===== config.mk =====
export PLATFORM = sky130hd
export DESIGN_NAME = axi_lite_req_arbiter
export DESIGN_NICKNAME = d
export VERILOG_FILES = /design/src/rtl/axi_lite_req_arbiter.sv
export SDC_FILE = /design/constraint.sdc
export NUM_CORES = 1
export LEC_CHECK = 0
export ABC_AREA = 1
export CAP_MARGIN = 10
export CORE_UTILIZATION = 40
export DETAILED_ROUTE_END_ITERATION = 12
export GPL_TIMING_DRIVEN = 0
export PLACE_DENSITY = 0.81
export SETUP_SLACK_MARGIN = 0.02
export SLEW_MARGIN = 20
export SYNTH_ARGS = -nofsm -noshare
export SYNTH_HDL_FRONTEND = slang
export SYNTH_SLANG_ARGS = --single-unit
export TNS_END_PERCENT = 5

===== constraint.sdc =====
create_clock -name axi_aclk -period 1.5 [get_ports axi_aclk]
set_input_delay 0.375 -clock axi_aclk [delete_from_list [all_inputs] [get_ports axi_aclk]]
set_output_delay 0.375 -clock axi_aclk [all_outputs]
set_load 0.02 [all_outputs]

===== src/rtl/axi_lite_req_arbiter.sv =====
// rtl/axi_lite_req_arbiter.sv - two-requester round-robin AXI-Lite arbiter, one transaction in flight
module axi_lite_req_arbiter #(
  parameter int DATA_WIDTH = 32,
  parameter int ADDR_WIDTH = 8,
  parameter int RESP_WIDTH = 3,
  parameter int STRB_WIDTH = 5
) (
  input  logic                    axi_aclk,
  input  logic                    axi_areset,
  input  logic [2*ADDR_WIDTH-1:0] s_axi_awaddr,
  input  logic [1:0]              s_axi_awvalid,
  output logic [1:0]              s_axi_awready,
  input  logic [2*DATA_WIDTH-1:0] s_axi_wdata,
  input  logic [2*STRB_WIDTH-1:0] s_axi_wstrb,
  input  logic [1:0]              s_axi_wvalid,
  output logic [1:0]              s_axi_wready,
  output logic [2*RESP_WIDTH-1:0] s_axi_bresp,
  output logic [1:0]              s_axi_bvalid,
  input  logic [1:0]              s_axi_bready,
  input  logic [2*ADDR_WIDTH-1:0] s_axi_araddr,
  input  logic [1:0]              s_axi_arvalid,
  output logic [1:0]              s_axi_arready,
  output logic [2*DATA_WIDTH-1:0] s_axi_rdata,
  output logic [2*RESP_WIDTH-1:0] s_axi_rresp,
  output logic [1:0]              s_axi_rvalid,
  input  logic [1:0]              s_axi_rready,
  output logic [ADDR_WIDTH-1:0]   m_axi_awaddr,
  output logic                    m_axi_awvalid,
  input  logic                    m_axi_awready,
  output logic [DATA_WIDTH-1:0]   m_axi_wdata,
  output logic [STRB_WIDTH-1:0]   m_axi_wstrb,
  output logic                    m_axi_wvalid,
  input  logic                    m_axi_wready,
  input  logic [RESP_WIDTH-1:0]   m_axi_bresp,
  input  logic                    m_axi_bvalid,
  output logic                    m_axi_bready,
  output logic [ADDR_WIDTH-1:0]   m_axi_araddr,
  output logic                    m_axi_arvalid,
  input  logic                    m_axi_arready,
  input  logic [DATA_WIDTH-1:0]   m_axi_rdata,
  input  logic [RESP_WIDTH-1:0]   m_axi_rresp,
  input  logic                    m_axi_rvalid,
  output logic                    m_axi_rready,
  output logic                    grant_id,
  output logic                    busy
);

  typedef enum logic [3:0] {
    IDLE, W_ACC, W_ADDR, W_BWAIT, W_RESP, R_ACC, R_ADDR, R_WAIT, R_RESP
  } state_t;

  state_t     state, next_state;
  logic       rr_last;
  logic [1:0] req_w, req_r, req;
  logic       pick, pick_write;
  logic [1:0] pick_oh, grant_oh;
  logic       aw_done, w_done;

  assign req_w    = s_axi_awvalid & s_axi_wvalid;
  assign req_r    = s_axi_arvalid;
  assign req      = req_w | req_r;
  assign pick_oh  = pick ? 2'b10 : 2'b01;
  assign grant_oh = grant_id ? 2'b10 : 2'b01;
  // A channel counts as done once its valid is already low or is being accepted this cycle.
  assign aw_done  = !m_axi_awvalid || m_axi_awready;
  assign w_done   = !m_axi_wvalid || m_axi_wready;

  always_comb begin
    pick       = rr_last;
    pick_write = 1'b0;
    next_state = state;
    if (req[~rr_last]) pick = ~rr_last;
    pick_write = req_w[pick];
    case (state)
      IDLE:    if (|req) next_state = pick_write ? W_ACC : R_ACC;
      W_ACC:   next_state = W_ADDR;
      W_ADDR:  if (aw_done && w_done) next_state = W_BWAIT;
      W_BWAIT: if (m_axi_bvalid) next_state = W_RESP;
      W_RESP:  if (s_axi_bready[grant_id]) next_state = IDLE;
      R_ACC:   next_state = R_ADDR;
      R_ADDR:  if (m_axi_arready) next_state = R_WAIT;
      R_WAIT:  if (m_axi_rvalid) next_state = R_RESP;
      R_RESP:  if (s_axi_rready[grant_id]) next_state = IDLE;
      default: next_state = IDLE;
    endcase
  end

  always_ff @(posedge axi_aclk) begin
    if (axi_areset) begin
      state         <= IDLE;
      rr_last       <= 1'b1;
      grant_id      <= 1'b0;
      busy          <= 1'b0;
      s_axi_awready <= '0;
      s_axi_wready  <= '0;
      s_axi_arready <= '0;
      s_axi_bvalid  <= '0;
      s_axi_bresp   <= '0;
      s_axi_rvalid  <= '0;
      s_axi_rdata   <= '0;
      s_axi_rresp   <= '0;
      m_axi_awaddr  <= '0;
      m_axi_awvalid <= 1'b0;
      m_axi_wdata   <= '0;
      m_axi_wstrb   <= '0;
      m_axi_wvalid  <= 1'b0;
      m_axi_bready  <= 1'b0;
      m_axi_araddr  <= '0;
      m_axi_arvalid <= 1'b0;
      m_axi_rready  <= 1'b0;
    end else begin
      state <= next_state;
      busy  <= (next_state != IDLE);
      case (state)
        IDLE: if (|req) begin
          grant_id      <= pick;
          rr_last       <= pick;
          s_axi_awready <= pick_write ? pick_oh : 2'b00;
          s_axi_wready  <= pick_write ? pick_oh : 2'b00;
          s_axi_arready <= pick_write ? 2'b00 : pick_oh;
        end
        W_ACC: begin
          m_axi_awaddr  <= s_axi_awaddr[grant_id*ADDR_WIDTH +: ADDR_WIDTH];
          m_axi_wdata   <= s_axi_wdata[grant_id*DATA_WIDTH +: DATA_WIDTH];
          m_axi_wstrb   <= s_axi_wstrb[grant_id*STRB_WIDTH +: STRB_WIDTH];
          s_axi_awready <= 2'b00;
          s_axi_wready  <= 2'b00;
          m_axi_awvalid <= 1'b1;
          m_axi_wvalid  <= 1'b1;
        end
        W_ADDR: begin
          if (m_axi_awready) m_axi_awvalid <= 1'b0;
          if (m_axi_wready) m_axi_wvalid <= 1'b0;
          if (aw_done && w_done) m_axi_bready <= 1'b1;
        end
        W_BWAIT: if (m_axi_bvalid) begin
          m_axi_bready <= 1'b0;
          s_axi_bvalid <= grant_oh;
          s_axi_bresp[grant_id*RESP_WIDTH +: RESP_WIDTH] <= m_axi_bresp;
        end
        W_RESP: if (s_axi_bready[grant_id]) s_axi_bvalid <= 2'b00;
        R_ACC: begin
          m_axi_araddr  <= s_axi_araddr[grant_id*ADDR_WIDTH +: ADDR_WIDTH];
          s_axi_arready <= 2'b00;
          m_axi_arvalid <= 1'b1;
        end
        R_ADDR: if (m_axi_arready) begin
          m_axi_arvalid <= 1'b0;
          m_axi_rready  <= 1'b1;
        end
        R_WAIT: if (m_axi_rvalid) begin
          m_axi_rready <= 1'b0;
          s_axi_rvalid <= grant_oh;
          s_axi_rdata[grant_id*DATA_WIDTH +: DATA_WIDTH] <= m_axi_rdata;
          s_axi_rresp[grant_id*RESP_WIDTH +: RESP_WIDTH] <= m_axi_rresp;
        end
        R_RESP: if (s_axi_rready[grant_id]) s_axi_rvalid <= 2'b00;
        default: ;
      endcase
    end
  end

endmodule

==> Word-level counts from Yosys, hierarchy flattened <==
Cells that the tools add are included.
{ "word_totals": {"regBits": 149, "latch_bits": 0, "ramBits": 0, "rom_bits": 0, "input_bits": 161, "out_inout_bits": 146, "elab_cells": 131, "mem_count": 0} }
{ "classes": {"n_addsub": 2, "n_mul": 2, "div": 0, "magnitude_cmp": 3, "eq_ne": 17, "shifts": 9, "n_mux": 47, "bitwise": 3, "n_reduce_logical": 28} }
{ "op_table": {"columns": ["op", "n"], "rows": [
  ["3-bit by 34-bit indexed part select with 6-bit output", 2],
  ["64-bit bitwise mux", 1],
  ["32-bit by 34-bit variable shift with 64-bit output, first input constant", 1],
  ["32-bit by 34-bit indexed part select with 64-bit output", 1],
  ["64-bit by 7-bit indexed part select with 32-bit output", 1],
  ["4-bit case mux with 9 select lines", 1],
  ["3-bit negator with 34-bit output", 1],
  ["6-bit negator with 34-bit output", 1],
  ["3-bit by 34-bit variable shift with 6-bit output, first input constant", 1],
  ["16-bit by 5-bit indexed part select with 8-bit output", 2],
  ["4-bit 2-to-1 mux", 7],
  ["2-bit 2-to-1 mux", 10],
  ["2-bit inequality test, second input constant", 9],
  ["4-bit by 3-bit == test with 1-bit output, second input constant", 4],
  ["1-bit 2-to-1 mux", 16],
  ["2-bit case mux with 2 select lines", 4],
  ["2-bit AND reduction", 8],
  ["2-bit nonzero test", 8],
  ["6-bit bitwise mux", 2],
  ["3-bit AND reduction", 4],
  ["1-bit case mux with 2 select lines", 5],
  ["10-bit by 5-bit indexed part select with 5-bit output", 1],
  ["4-bit by 2-bit == test with 1-bit output, second input constant", 2],
  ["1-bit by 2-bit < comparator with 1-bit output, second input constant", 3],
  ["other kinds (14)", 16]
]} }

==> Depth between registers and ports, before layout <==
{ "logic_depth": {"word_depth": 11, "ltp_mapped": 10} }

==> Worst setup path before layout <==
Ideal clock, no wire load.
{ "synth_timing": {"kind": "register to register", "start": "register grant_id", "end": "register s_axi_rdata[55]", "setup_ps": 70, "t_arrival_ps": 1288, "slack_ps": 142, "path_stages_with_launch": 6, "n_path_buf": 3, "period_less_slack_ps": 1358, "cell_sequence": "dfxtp_1 > buf_2 > buf_2 > buf_4 > nand3_1 > a21oi_1"} }
{ "synth_via": {"elab_chain_len": 3, "word_cells_on_any_way": 4} }
{ "synth_lines": {"columns": ["element", "line", "text"], "rows": [
  ["from (decl)", "44", "output logic grant_id,"],
  ["from (signal assigned)", "116", "grant_id <= pick;"],
  ["6-bit negator with 34-bit output *", "154", "s_axi_rdata[grant_id*DATA_WIDTH +: DATA_WIDTH] <= m_axi_rdata;"],
  ["32-bit by 34-bit indexed part select with 64-bit output / 32-bit by 34-bit variable shift with 64-bit output (equally long branches)", "154", null],
  ["64-bit bitwise mux *", "154", null],
  ["to (signal, indexed assignment)", "154", null],
  ["to (decl)", "23", "output logic [2*DATA_WIDTH-1:0] s_axi_rdata,"]
]} }
Every way passes the cells marked *; elsewhere a longest branch is shown, timed or not.
A chain may end at the register's enable or synchronous reset.

==> Worst setup path in the final report <==
{ "layout_timing": {"start": "input m_axi_rvalid", "end": "register s_axi_rdata[34]"} }
{ "layout_via": {"elab_chain_len": 1} }
{ "layout_lines": {"columns": ["element", "line", "text"], "rows": [
  ["from (decl)", "42", "input logic m_axi_rvalid,"],
  ["2-bit AND reduction (no source line)", null, null]
]} }
No other way between the ends.

==> flow_metrics.tcl <==
set metrics [dict create \
    critPathSlowestCell "clkdlybuf4s50_1" \
    arrival_ns 1.78 \
    antenna_found_initial 0 \
    dieArea_sq_um 15240 \
    grt_max_degree 17 \
    worstPathRequired_ns 1.79 \
    initial_core_util_pct 40.76 \
    synth_nets 941 \
    startpoint_type "input port" \
    p_leak_nw 3.949 \
    hold_path.class "reg -> reg" \
    cts_tree "yes" \
    max_freq_mhz 673.5 \
    place_area_sq_um 9195 \
    layout_common_cells "212 x nand2_1, 160 x clkdlybuf4s50_1, 145 x dfxtp_1" \
    wl_mm 22.41 \
    post-route-min-period_ns 1.485 \
    netlist_instances 780 \
    drt_pass1_iterations 5 \
    grt_usage_pct 29.15 \
    port_buffers 306 \
    path_class "in -> reg" \
    seq_area_sq_um 2988 \
    core_area_sq_um 14480 \
    relSlewSlack_pct 66.39 \
    grt-ovfl-total 0 \
    drive_gt1_share_pct 18.87 \
    syn_area_sq_um 5902 \
    die_h_um 123.5 \
    ios 307 \
    dieWidth_um 123.5 \
    clockBufferDepth 2 \
    grt_setup_unrepaired "yes" \
    gp_congestion 0.9066 \
    ys_ff_latch 149 \
    setup_viol 0 \
    yosysSeqAreaShare_pct 50.54 \
    route.met3.wl_mm 2.083 \
    htreeDepth 4 \
    path_cells "clkdlybuf4s50_1, inv_1, nor3_4, buf_6, nand2_4, buf_4, nand2_1, a21oi_1" \
    grt_pass1_vias 6581 \
    postCtsSetupBuffers 0 \
    dp_hpwl_mm 16.40 \
    drv_cap 0 \
    final_common_cell "nand2_1" \
    drt_iter0_drc 405 \
    multi_input_area_sq_um 2526 \
    ir_worst_vdd_mv 0.9749 \
    clkSinkCount 149 \
    viasPerCell 5.261 \
    syn2layout_area_growth_pct 61.42 \
    worst_pin_slew_ns 0.5041 \
    ctsHoldBuffers 0 \
    crit_path_end_kind "flip-flop" \
    drc 0 \
    layout.nets 1266 \
    tritoncts.num_buffers 17 \
    antenna_cells 0 \
    yosysWarningCount 0 \
    crit_family "buffers and inverters" \
    period_share_pct 98.99 \
    vias 6850 \
    insertion_delay_ns 0.43 \
    worst-path-buf-inv 4 \
    setup_ws_ns 0.01521 \
    cp_max_fo 10 \
    met2_length_mm 11.03 \
    antenna_left 0 \
    powerDensity_nw_per_um2 1642 \
    dpl_worst_slack_ns -0.6439 \
    avgSynthCellArea_sq_um 7.567 \
    slowest_delay_ns 0.46 \
    final-hold-violation-count 0 \
    fillCellCount 1277 \
    status "finished clean" \
    finClkSkew_ns 0.006995 \
    wirelength_met1_mm 8.418 \
    wl_per_cell_um 17.21 \
    drv_slew 0 \
    cts_root_buffer "clkbuf_16" \
    num_rows 44 \
    clk_pin_slew_ns 0.06 \
    ys_types 25 \
    grt_pass1_wl_mm 33.52 \
    fin_area_sq_um 9527 \
    top_layer "met4" \
]
-- per-layer routing --
metal	up-vias	GRT usage, %
li1	3293	-
met1	3156	31.46
met2	335	50.10
met3	66	9.825
met4	0	15.74
met5	-	0
-- worst reg2reg max path, cell delays in order (launching register included) --
cell	delay, ns
dfxtp_1	0.37
nand2_1	0.12
nor3_4	0.23
buf_6	0.19
nand2_4	0.11
buf_4	0.19
nand2_1	0.08
a21oi_1	0.06
-- metrics by stage --
step	hold slack [ns]	cells	utilization, %	setup TNS, ns	power, mW
after detailed placement	0.4491	1270	63.51	-70.07	11.05
final	0.4579	1302	65.80	0	15.64
after global placement	0.4474	1270	63.51	-67.49	11.00
after global routing	0.4728	1302	65.80	-2.050	16.44
after CTS	0.4565	1302	68.25	-0.01630	15.68
after floorplan	0.4990	780	-	0	8.281
-- registers in the layout (all words and copies together) (netlist names), 2 cells and up --
signal and count:
m_axi_araddr 8, m_axi_awaddr 8, m_axi_wdata 32, m_axi_wstrb 5, s_axi_arready 2, s_axi_bresp 6, s_axi_bvalid 2, s_axi_rdata 64
s_axi_rresp 6, s_axi_rvalid 2, s_axi_wready 2, state 4
-- final cells by class --
cell class	instances	area share [%]
well taps	184	2.417
clock inverters	13	2.390
clock buffers	19	4.649
flip-flops and latches	149	31.36
inverters	26	1.103
repair buffers	306	27.73
multi-input cells	544	26.52
plain buffers	61	3.835
-- logic make-up (layout without fill, tap and decap cells) --
kind of cell    after synthesis  in the layout  synth area share [%]
buf+inv                      87            425                 6.975
flops                       149            149                 50.54
compound gates              203            203                 18.47
simple gates                341            341                 24.02
-- where the power goes --
part / leakage, nW / switching, mW / internal, mW
Sequential: 1.21 / 0.438 / 4.72
Combinational: 2.41 / 3.55 / 2.05
Clock: 0.323 / 1.72 / 3.16
Total: 3.95 / 5.72 / 9.93
-- cells in the mapped netlist --
cell      instances  area, sq um
nand2_1         214        803.3
dfxtp_1         149         2983
nand3_1          83        415.4
a21oi_1          82        410.4
o21ai_0          63        315.3
a31oi_1          53        331.6
nor2_1           33        123.9
clkbuf_1         28        105.1
inv_1            21        78.83
buf_2            17        85.08
buf_4            11        82.58
inv_2             5        18.77
buf_6             3        33.78
a211oi_1          2        15.01
buf_1             2        7.510
nand4_1           2        12.51
nor2_2            2        12.51
nor3_1            2        10.01
o21ai_1           2        10.01
and2_1            1        6.260
nand2_2           1        6.260
nand2_4           1        11.26
nor3_2            1        10.01
o211ai_1          1        7.510
or2_2             1        6.260
-- path summary, 6_finish.rpt --
path	slack (ns)	endpoint	startpoint	depth (start not counted)
min	0.46	s_axi_rdata[7]	s_axi_rdata[7]	2
max reg2reg	0.02	s_axi_rdata[34]	state[0]	7
max	0.02	s_axi_rdata[34]	m_axi_rvalid	8
min reg2reg	0.46	s_axi_rdata[7]	s_axi_rdata[7]	2
-- repair_timing --
action | 4_1_cts | 5_1_grt
pin swaps | 0 | 0
setup endpoints to repair | 272 | 226
gates resized for setup | 314 | 153
(Power assumes the default switching activity.)
